$ cat src/rtl/mips_pkg.sv
// Shared MIPS definitions: opcode/funct constants, control-field encodings,
// multi-cycle controller states and the per-state control decode.
package mips_pkg;

    localparam logic [5:0] OP_R_FORMAT = 6'd0;
    localparam logic [5:0] OP_LW       = 6'd35;
    localparam logic [5:0] OP_SW       = 6'd43;
    localparam logic [5:0] OP_BEQ      = 6'd4;
    localparam logic [5:0] OP_J        = 6'd2;
    localparam logic [5:0] OP_ADDIU    = 6'd9;
    localparam logic [5:0] OP_BGTZ     = 6'd7;

    localparam logic [5:0] FN_SLL = 6'd0;
    localparam logic [5:0] FN_SRL = 6'd2;

    localparam logic [1:0] ALUOP_ADD   = 2'b00;
    localparam logic [1:0] ALUOP_SUB   = 2'b01;
    localparam logic [1:0] ALUOP_FUNCT = 2'b10;

    localparam logic [1:0] SRCB_B       = 2'b00;
    localparam logic [1:0] SRCB_FOUR    = 2'b01;
    localparam logic [1:0] SRCB_IMM     = 2'b10;
    localparam logic [1:0] SRCB_IMM_SH2 = 2'b11;

    localparam logic [1:0] PCSRC_ALU    = 2'b00;
    localparam logic [1:0] PCSRC_ALUOUT = 2'b01;
    localparam logic [1:0] PCSRC_JUMP   = 2'b10;

    localparam logic [1:0] BR_NONE = 2'b00;
    localparam logic [1:0] BR_EQ   = 2'b01;
    localparam logic [1:0] BR_GTZ  = 2'b10;

    typedef enum logic [3:0] {
        S_RST    = 4'd0,
        S_FETCH  = 4'd1,
        S_DECODE = 4'd2,
        S_REXEC  = 4'd3,
        S_RWB    = 4'd4,
        S_MEMADR = 4'd5,
        S_MEMRD  = 4'd6,
        S_MEMWB  = 4'd7,
        S_MEMWR  = 4'd8,
        S_BRANCH = 4'd9,
        S_JUMP   = 4'd10,
        S_IEXEC  = 4'd11,
        S_IWB    = 4'd12,
        S_ERR    = 4'd15
    } state_t;

    typedef struct packed {
        logic       fetch;
        logic       pcwrite;
        logic       pcwritecond;
        logic [1:0] brtype;
        logic       iord;
        logic       memread;
        logic       memwrite;
        logic       regdst;
        logic       memtoreg;
        logic       regwrite;
        logic       alusrca;
        logic [1:0] alusrcb;
        logic [1:0] aluop;
        logic [1:0] pcsource;
        logic       shamt;
        logic       err;
    } ctrl_t;

    function automatic logic is_wait_state(input state_t s);
        return (s == S_FETCH) || (s == S_MEMRD) || (s == S_MEMWR);
    endfunction

    // Write-back states repeat the ALU setup of their execute state so ALUOut stays meaningful.
    function automatic ctrl_t decode_ctrl(input state_t s, input logic [5:0] op, input logic [5:0] fn);
        ctrl_t c;
        c = '0;
        case (s)
            S_FETCH: begin
                c.fetch    = 1'b1;
                c.memread  = 1'b1;
                c.alusrcb  = SRCB_FOUR;
                c.aluop    = ALUOP_ADD;
                c.pcsource = PCSRC_ALU;
            end
            S_DECODE: c.alusrcb = SRCB_IMM_SH2;
            S_REXEC, S_RWB: begin
                c.alusrca = 1'b1;
                c.aluop   = ALUOP_FUNCT;
                if (fn == FN_SLL || fn == FN_SRL) begin
                    c.shamt   = 1'b1;
                    c.alusrcb = SRCB_IMM;
                end else begin
                    c.alusrcb = SRCB_B;
                end
                if (s == S_RWB) begin
                    c.regdst   = 1'b1;
                    c.regwrite = 1'b1;
                end
            end
            S_MEMADR, S_IEXEC, S_IWB: begin
                c.alusrca  = 1'b1;
                c.alusrcb  = SRCB_IMM;
                c.aluop    = ALUOP_ADD;
                c.regwrite = (s == S_IWB);
            end
            S_MEMRD: begin
                c.memread = 1'b1;
                c.iord    = 1'b1;
            end
            S_MEMWB: begin
                c.memtoreg = 1'b1;
                c.regwrite = 1'b1;
            end
            S_MEMWR: begin
                c.memwrite = 1'b1;
                c.iord     = 1'b1;
            end
            S_BRANCH: begin
                c.alusrca     = 1'b1;
                c.alusrcb     = SRCB_B;
                c.aluop       = ALUOP_SUB;
                c.pcwritecond = 1'b1;
                c.pcsource    = PCSRC_ALUOUT;
                c.brtype      = (op == OP_BGTZ) ? BR_GTZ : BR_EQ;
            end
            S_JUMP: begin
                c.pcwrite  = 1'b1;
                c.pcsource = PCSRC_JUMP;
            end
            S_ERR:   c.err = 1'b1;
            default: c = '0;
        endcase
        return c;
    endfunction

endpackage

$ cat src/rtl/mem_wait_timer.sv
// Counts stalled cycles while the controller waits on mem_ready and flags
// the cycle on which the stall budget runs out.
module mem_wait_timer #(
    parameter int MEM_TIMEOUT = 15,
    parameter int TOW         = 4
) (
    input  logic clk,
    input  logic rst,
    input  logic waiting,
    input  logic clear,
    input  logic mem_ready,
    output logic timeout
);

    logic [TOW-1:0] count;

    always_ff @(posedge clk or posedge rst) begin
        if (rst)
            count <= '0;
        else if (clear || mem_ready || !waiting)
            count <= '0;
        else
            count <= count + TOW'(1);
    end

    // A ready on the final allowed cycle still counts as a normal completion.
    assign timeout = waiting && !mem_ready && (count == TOW'(MEM_TIMEOUT - 1));

endmodule

$ cat src/rtl/control_multi.sv
// Multi-cycle MIPS control FSM: sequences each instruction through its states,
// stalls on the memory handshake and locks up in ERR on bad opcodes or timeouts.
module control_multi
    import mips_pkg::*;
#(
    parameter int OPW         = 6,
    parameter int ALUOPW      = 2,
    parameter int MEM_TIMEOUT = 15,
    parameter int TOW         = 4
) (
    input  logic              clk,
    input  logic              rst,
    input  logic [OPW-1:0]    opcode,
    input  logic [OPW-1:0]    funct,
    input  logic              instr_nop,
    input  logic              mem_ready,
    output logic              PCWrite,
    output logic              PCWriteCond,
    output logic [1:0]        BrType,
    output logic              IorD,
    output logic              MemRead,
    output logic              MemWrite,
    output logic              IRWrite,
    output logic              RegDst,
    output logic              MemtoReg,
    output logic              RegWrite,
    output logic              ALUSrcA,
    output logic [1:0]        ALUSrcB,
    output logic [ALUOPW-1:0] ALUOp,
    output logic [1:0]        PCSource,
    output logic              Shamt,
    output logic              err,
    output logic [3:0]        state_o
);

    state_t     state, next_state;
    ctrl_t      ctrl;
    logic [5:0] op6, fn6;
    logic       waiting, enter_wait, timeout;

    assign op6        = 6'(opcode);
    assign fn6        = 6'(funct);
    assign waiting    = is_wait_state(state);
    assign enter_wait = is_wait_state(next_state) && (next_state != state);

    mem_wait_timer #(.MEM_TIMEOUT(MEM_TIMEOUT), .TOW(TOW)) u_timer (
        .clk       (clk),
        .rst       (rst),
        .waiting   (waiting),
        .clear     (enter_wait),
        .mem_ready (mem_ready),
        .timeout   (timeout)
    );

    always_comb begin
        next_state = S_ERR;
        case (state)
            S_RST:    next_state = S_FETCH;
            S_FETCH:  next_state = mem_ready ? S_DECODE : (timeout ? S_ERR : S_FETCH);
            S_DECODE: begin
                case (op6)
                    OP_R_FORMAT:   next_state = instr_nop ? S_FETCH : S_REXEC;
                    OP_LW, OP_SW:  next_state = S_MEMADR;
                    OP_BEQ, OP_BGTZ: next_state = S_BRANCH;
                    OP_J:          next_state = S_JUMP;
                    OP_ADDIU:      next_state = S_IEXEC;
                    default:       next_state = S_ERR;
                endcase
            end
            S_REXEC:  next_state = S_RWB;
            S_RWB:    next_state = S_FETCH;
            S_MEMADR: next_state = (op6 == OP_LW) ? S_MEMRD : ((op6 == OP_SW) ? S_MEMWR : S_ERR);
            S_MEMRD:  next_state = mem_ready ? S_MEMWB : (timeout ? S_ERR : S_MEMRD);
            S_MEMWB:  next_state = S_FETCH;
            S_MEMWR:  next_state = mem_ready ? S_FETCH : (timeout ? S_ERR : S_MEMWR);
            S_BRANCH: next_state = S_FETCH;
            S_JUMP:   next_state = S_FETCH;
            S_IEXEC:  next_state = S_IWB;
            S_IWB:    next_state = S_FETCH;
            S_ERR:    next_state = S_ERR;
            default:  next_state = S_ERR;
        endcase
    end

    // Controls are registered for the state being entered, so reset clears them at once.
    always_ff @(posedge clk or posedge rst) begin
        if (rst) begin
            state <= S_RST;
            ctrl  <= '0;
        end else begin
            state <= next_state;
            ctrl  <= decode_ctrl(next_state, op6, fn6);
        end
    end

    assign PCWrite     = ctrl.pcwrite | (ctrl.fetch & mem_ready);
    assign IRWrite     = ctrl.fetch & mem_ready;
    assign PCWriteCond = ctrl.pcwritecond;
    assign BrType      = ctrl.brtype;
    assign IorD        = ctrl.iord;
    assign MemRead     = ctrl.memread;
    assign MemWrite    = ctrl.memwrite;
    assign RegDst      = ctrl.regdst;
    assign MemtoReg    = ctrl.memtoreg;
    assign RegWrite    = ctrl.regwrite;
    assign ALUSrcA     = ctrl.alusrca;
    assign ALUSrcB     = ctrl.alusrcb;
    assign ALUOp       = ALUOPW'(ctrl.aluop);
    assign PCSource    = ctrl.pcsource;
    assign Shamt       = ctrl.shamt;
    assign err         = ctrl.err;
    assign state_o     = state;

endmodule

$ cat config.mk
export PLATFORM = sky130hd
export DESIGN_NAME = control_multi
export DESIGN_NICKNAME = d
export VERILOG_FILES = /design/src/rtl/mips_pkg.sv /design/src/rtl/mem_wait_timer.sv /design/src/rtl/control_multi.sv
export SDC_FILE = /design/constraint.sdc
export NUM_CORES = 1
export LEC_CHECK = 0
export ABC_AREA = 1
export CORE_MARGIN = 5
export CORE_UTILIZATION = 43
export DETAILED_ROUTE_END_ITERATION = 10
export PLACE_DENSITY = 0.75
export SLEW_MARGIN = 20
export SYNTH_ARGS = -nofsm -noshare
export SYNTH_HDL_FRONTEND = slang
export SYNTH_SLANG_ARGS = --single-unit
$ cat constraint.sdc
create_clock -name clk -period 1.6 [get_ports clk]
set_clock_uncertainty 0.15 [all_clocks]
set_input_delay 0.16 -clock clk [delete_from_list [all_inputs] [get_ports clk]]
set_output_delay 0.16 -clock clk [all_outputs]
set_load 0.01 [all_outputs]
==> metrics <==
run status=finished, violations left; failing checks=negative hold slack, negative setup slack; crit path time final=1980 ps; CTS Buf Count=3; num rows=21; full die area=4760 um^2; period utilisation layout=124%; antenna violations before repair=0; total gr overflow=0; WL/cell=12.1 um; dpl cell area=2100 um^2; RSZ-0062 raised after global routing=true; Stages on worst setup path=10; starting density of the core=44.5%; Worst VDD drop=between 0.2 and 0.3 mV; die width=69.0 um; worst path bufs/invs=1; sequential power share=62.5%; number of port buffers=38; CP peak stage delay=around 500 ps; 1st-iter DRT viols=58; Nets=283; CP dominant cell by count=nor2_4; Hold-fix buffers, CTS=0; sequential-to-total area share from yosys stat=a little under half; largest family of logic cells by synthesized area=simple AND/OR/NAND/NOR gates; total wire length=3750 um; asr flop ratio synth=100%; # placed instances=298; Fmax=about 510 MHz; CP Max Fanout=7; EDFF count, synth=0; drt pass-1 iters=4; Synthesis Warnings=0; leakage=1.26 nW; Area contributors post-synth=dfrtp_1 (45%), nand2_1 (10%), nor2_1 (7.8%), nand3_1 (7.0%), inv_1 (6.5%); Power per Cell Area=471 nW/um^2; Crit path max-delay family=simple AND/OR/NAND/NOR gates; setup violators final=20; Final Cell Area=2320 um^2; CTS Sinks=27; CTS tree=built; Max-Cap Viols=0; total power draw=~0.0011 W; slowest CP cell=dfrtp_2; Post-Synth Adder-Cell Area=1.67%; post-synthesis compound-gate area fraction=4.26%; Cell Int Power=0.000823 W; Synth Net Count=214; Synth Area in Simple Gates=36.3%; # DRC=0; type of origin of the critical path=flop; Hold Slack=-1.28 ps; Root Driver=clkbuf_4; Primary FF master, synth=dfrtp_1; most instantiated library cell after synthesis=nand2_1; Commonest cells post-synth=nand2_1 (40), nor2_1 (31), dfrtp_1 (27); R2R Path Start=state_o[0]; via count=1,477; Mapped Area=1500 um^2; wire length of the first global-routing pass=roughly 6300 um; clock-pin slew on the worst setup and hold paths=160 ps; reg2reg setup slack=-380 ps; Hold Crit Class=in2async; average instance area after synthesis=about 7.6 um^2; Critical Path RT=around 1700 ps; Slew Limit Fails=0; clock latency on the worst-skew pair=about 340 ps; Critical Path End Type=flop; Worst Setup Slack post-DPL=-548 ps; post-synthesis instance total=196; Comb power frac=8.2%; Post-DP HPWL=approximately 2700 um; Crit Path Class=reg2reg; Least-Margin Pin Slew=between 300 and 400 ps; Unique masters post-synth=26; mux cell area share after synthesis=0%; setup ws final=-379 ps; top cell type's share of synthesized area=between 40% and 50%; CTS max path bufs=2; Sw Ratio=between 20% and 30%; RR Endpoint=BrType[0]; Layout Area Growth over Synthesis=54.7%; largest area contributor in the netlist=dfrtp_1; xor/xnor cell area share of the yosys netlist=1.17%; pin count of the biggest net entering global routing=28; Final Non-Filler Cells=310; num ports=40; H-tree depth=1; critical path arrival=around 2100 ps; # diodes=0; CORE AREA=3360 um^2; cell breakdown of the critical path=nor2_4, o21ai_1, nand2_1, nand3_1, nor2_2, nand2_2, nor2_4, buf_4, nand2_4, a31oi_1; share of layout cells above drive strength 1=36.0%; vias per std cell=4.76; Rel. slew slack=between 70% and 80%; vias in the first global route=1,353; Sw Pwr=between 0.0002 and 0.0003 W; Clk network pwr share=approximately 30%; Synth Register Bits=27; Hold Violations, Final=1; R2R depth=10; GP Congestion=~0.87; Global Route Usage Sum=16.0%; Final ANT Viol Nets=0; Die Span Y=69.0 um
==> through the flow <==
step,util [%],TNS (ps)
2_1_floorplan,-,-634
3_3_place_gp,62.6,-8600
3_5_place_dp,62.6,-9450
4_1_cts,66.1,-3910
5_1_grt,68.9,-8060
6_report,68.9,-5800
==> per-layer routing <==
| metal | vias to the layer above | wire length [um] | track usage, % |
|---|---|---|---|
| met5 | - | 0 | 0 |
| met4 | 0 | 40 | 6.29 |
| met3 | 4 | 111 | 1.74 |
| met2 | 32 | 1970 | 27.3 |
| met1 | 701 | 1630 | 20.6 |
| li1 | 740 | - | - |
==> power groups by stage <==
| stage | logic, W | registers [W] | clock network [W] |
|---|---|---|---|
| 2_1_floorplan | 0.0000315 | 0.000695 | 0 |
| 3_3_place_gp | 0.0000862 | 0.000695 | 0 |
| 3_5_place_dp | 0.0000887 | 0.000695 | 0 |
| 4_1_cts | 0.0000880 | 0.000683 | 0.000320 |
| 5_1_grt | 0.0000987 | 0.000683 | 0.000352 |
| 6_report | 0.0000891 | 0.000683 | 0.000320 |
==> cells in the final DEF (no fill, tap or decap), drive strengths merged <==
cell / count
xnor2: 1
inv: 30
or3: 1
dlymetal6s2s: 2
clkinvlp: 1
nand3: 23
ha: 2
dfrtp: 27
nor3: 2
dlygate4sd2: 5
nand2: 46
clkdlybuf4s50: 29
clkbuf: 4
a31oi: 1
o31ai: 1
a21oi: 2
xor2: 1
nor2: 40
or2: 2
buf: 35
o21ai: 7
nand4: 2
==> what timing repair did <==
action                                  CTS  global route
cloned                                    0             0
buffers inserted                          4             4
endpoints found under the setup margin   25            25
hold endpoints to repair                  0             0
pin swaps                                 5             8
gates resized for setup                  31            20
==> registers in the layout, summed over array words and instances (netlist names), 2 cells and up <==
register,flops
BrType,2
ALUSrcB,2
ctrl,2
u_timer.count,4
PCSource,2
state_o,4
==> cell families (layout without fill, tap and decap cells) <==
group,Yosys count,after routing
xor gates and xnor gates,2,2
and+or+nand+nor,116,116
adders and majority gates,2,2
buffers and inverters,38,106
AOI/OAI and AO/OA,11,11
DFF,27,27
==> cell type report <==
| cell class | instances | area, um^2 |
|---|---|---|
| clock inverters | 1 | 7.51 |
| flip-flops and latches | 27 | 681 |
| well taps | 46 | 57.6 |
| fillers | 295 | 1050 |
| repair buffers | 72 | 631 |
| inverters | 30 | 118 |
| multi-input cells | 131 | 801 |
| clock buffers | 3 | 22.5 |
==> worst max path at each step <==
stage | slack (ps) | from | end
after global routing | -520 | state_o[0] | ALUSrcB[1]
after global placement | -540 | opcode[1] | ALUSrcA
after detailed placement | -550 | opcode[0] | ALUSrcA
after floorplan | -120 | state_o[0] | ALUSrcA
final | -380 | state_o[0] | BrType[0]
after CTS | -270 | u_timer.count[0] | ALUSrcA
==> tightest hold or removal path: cells and delay by family <==
kind / cells / cell delay (ps)
buffers and inverters: 3 / 750
Power figures use the tool's default switching activity.
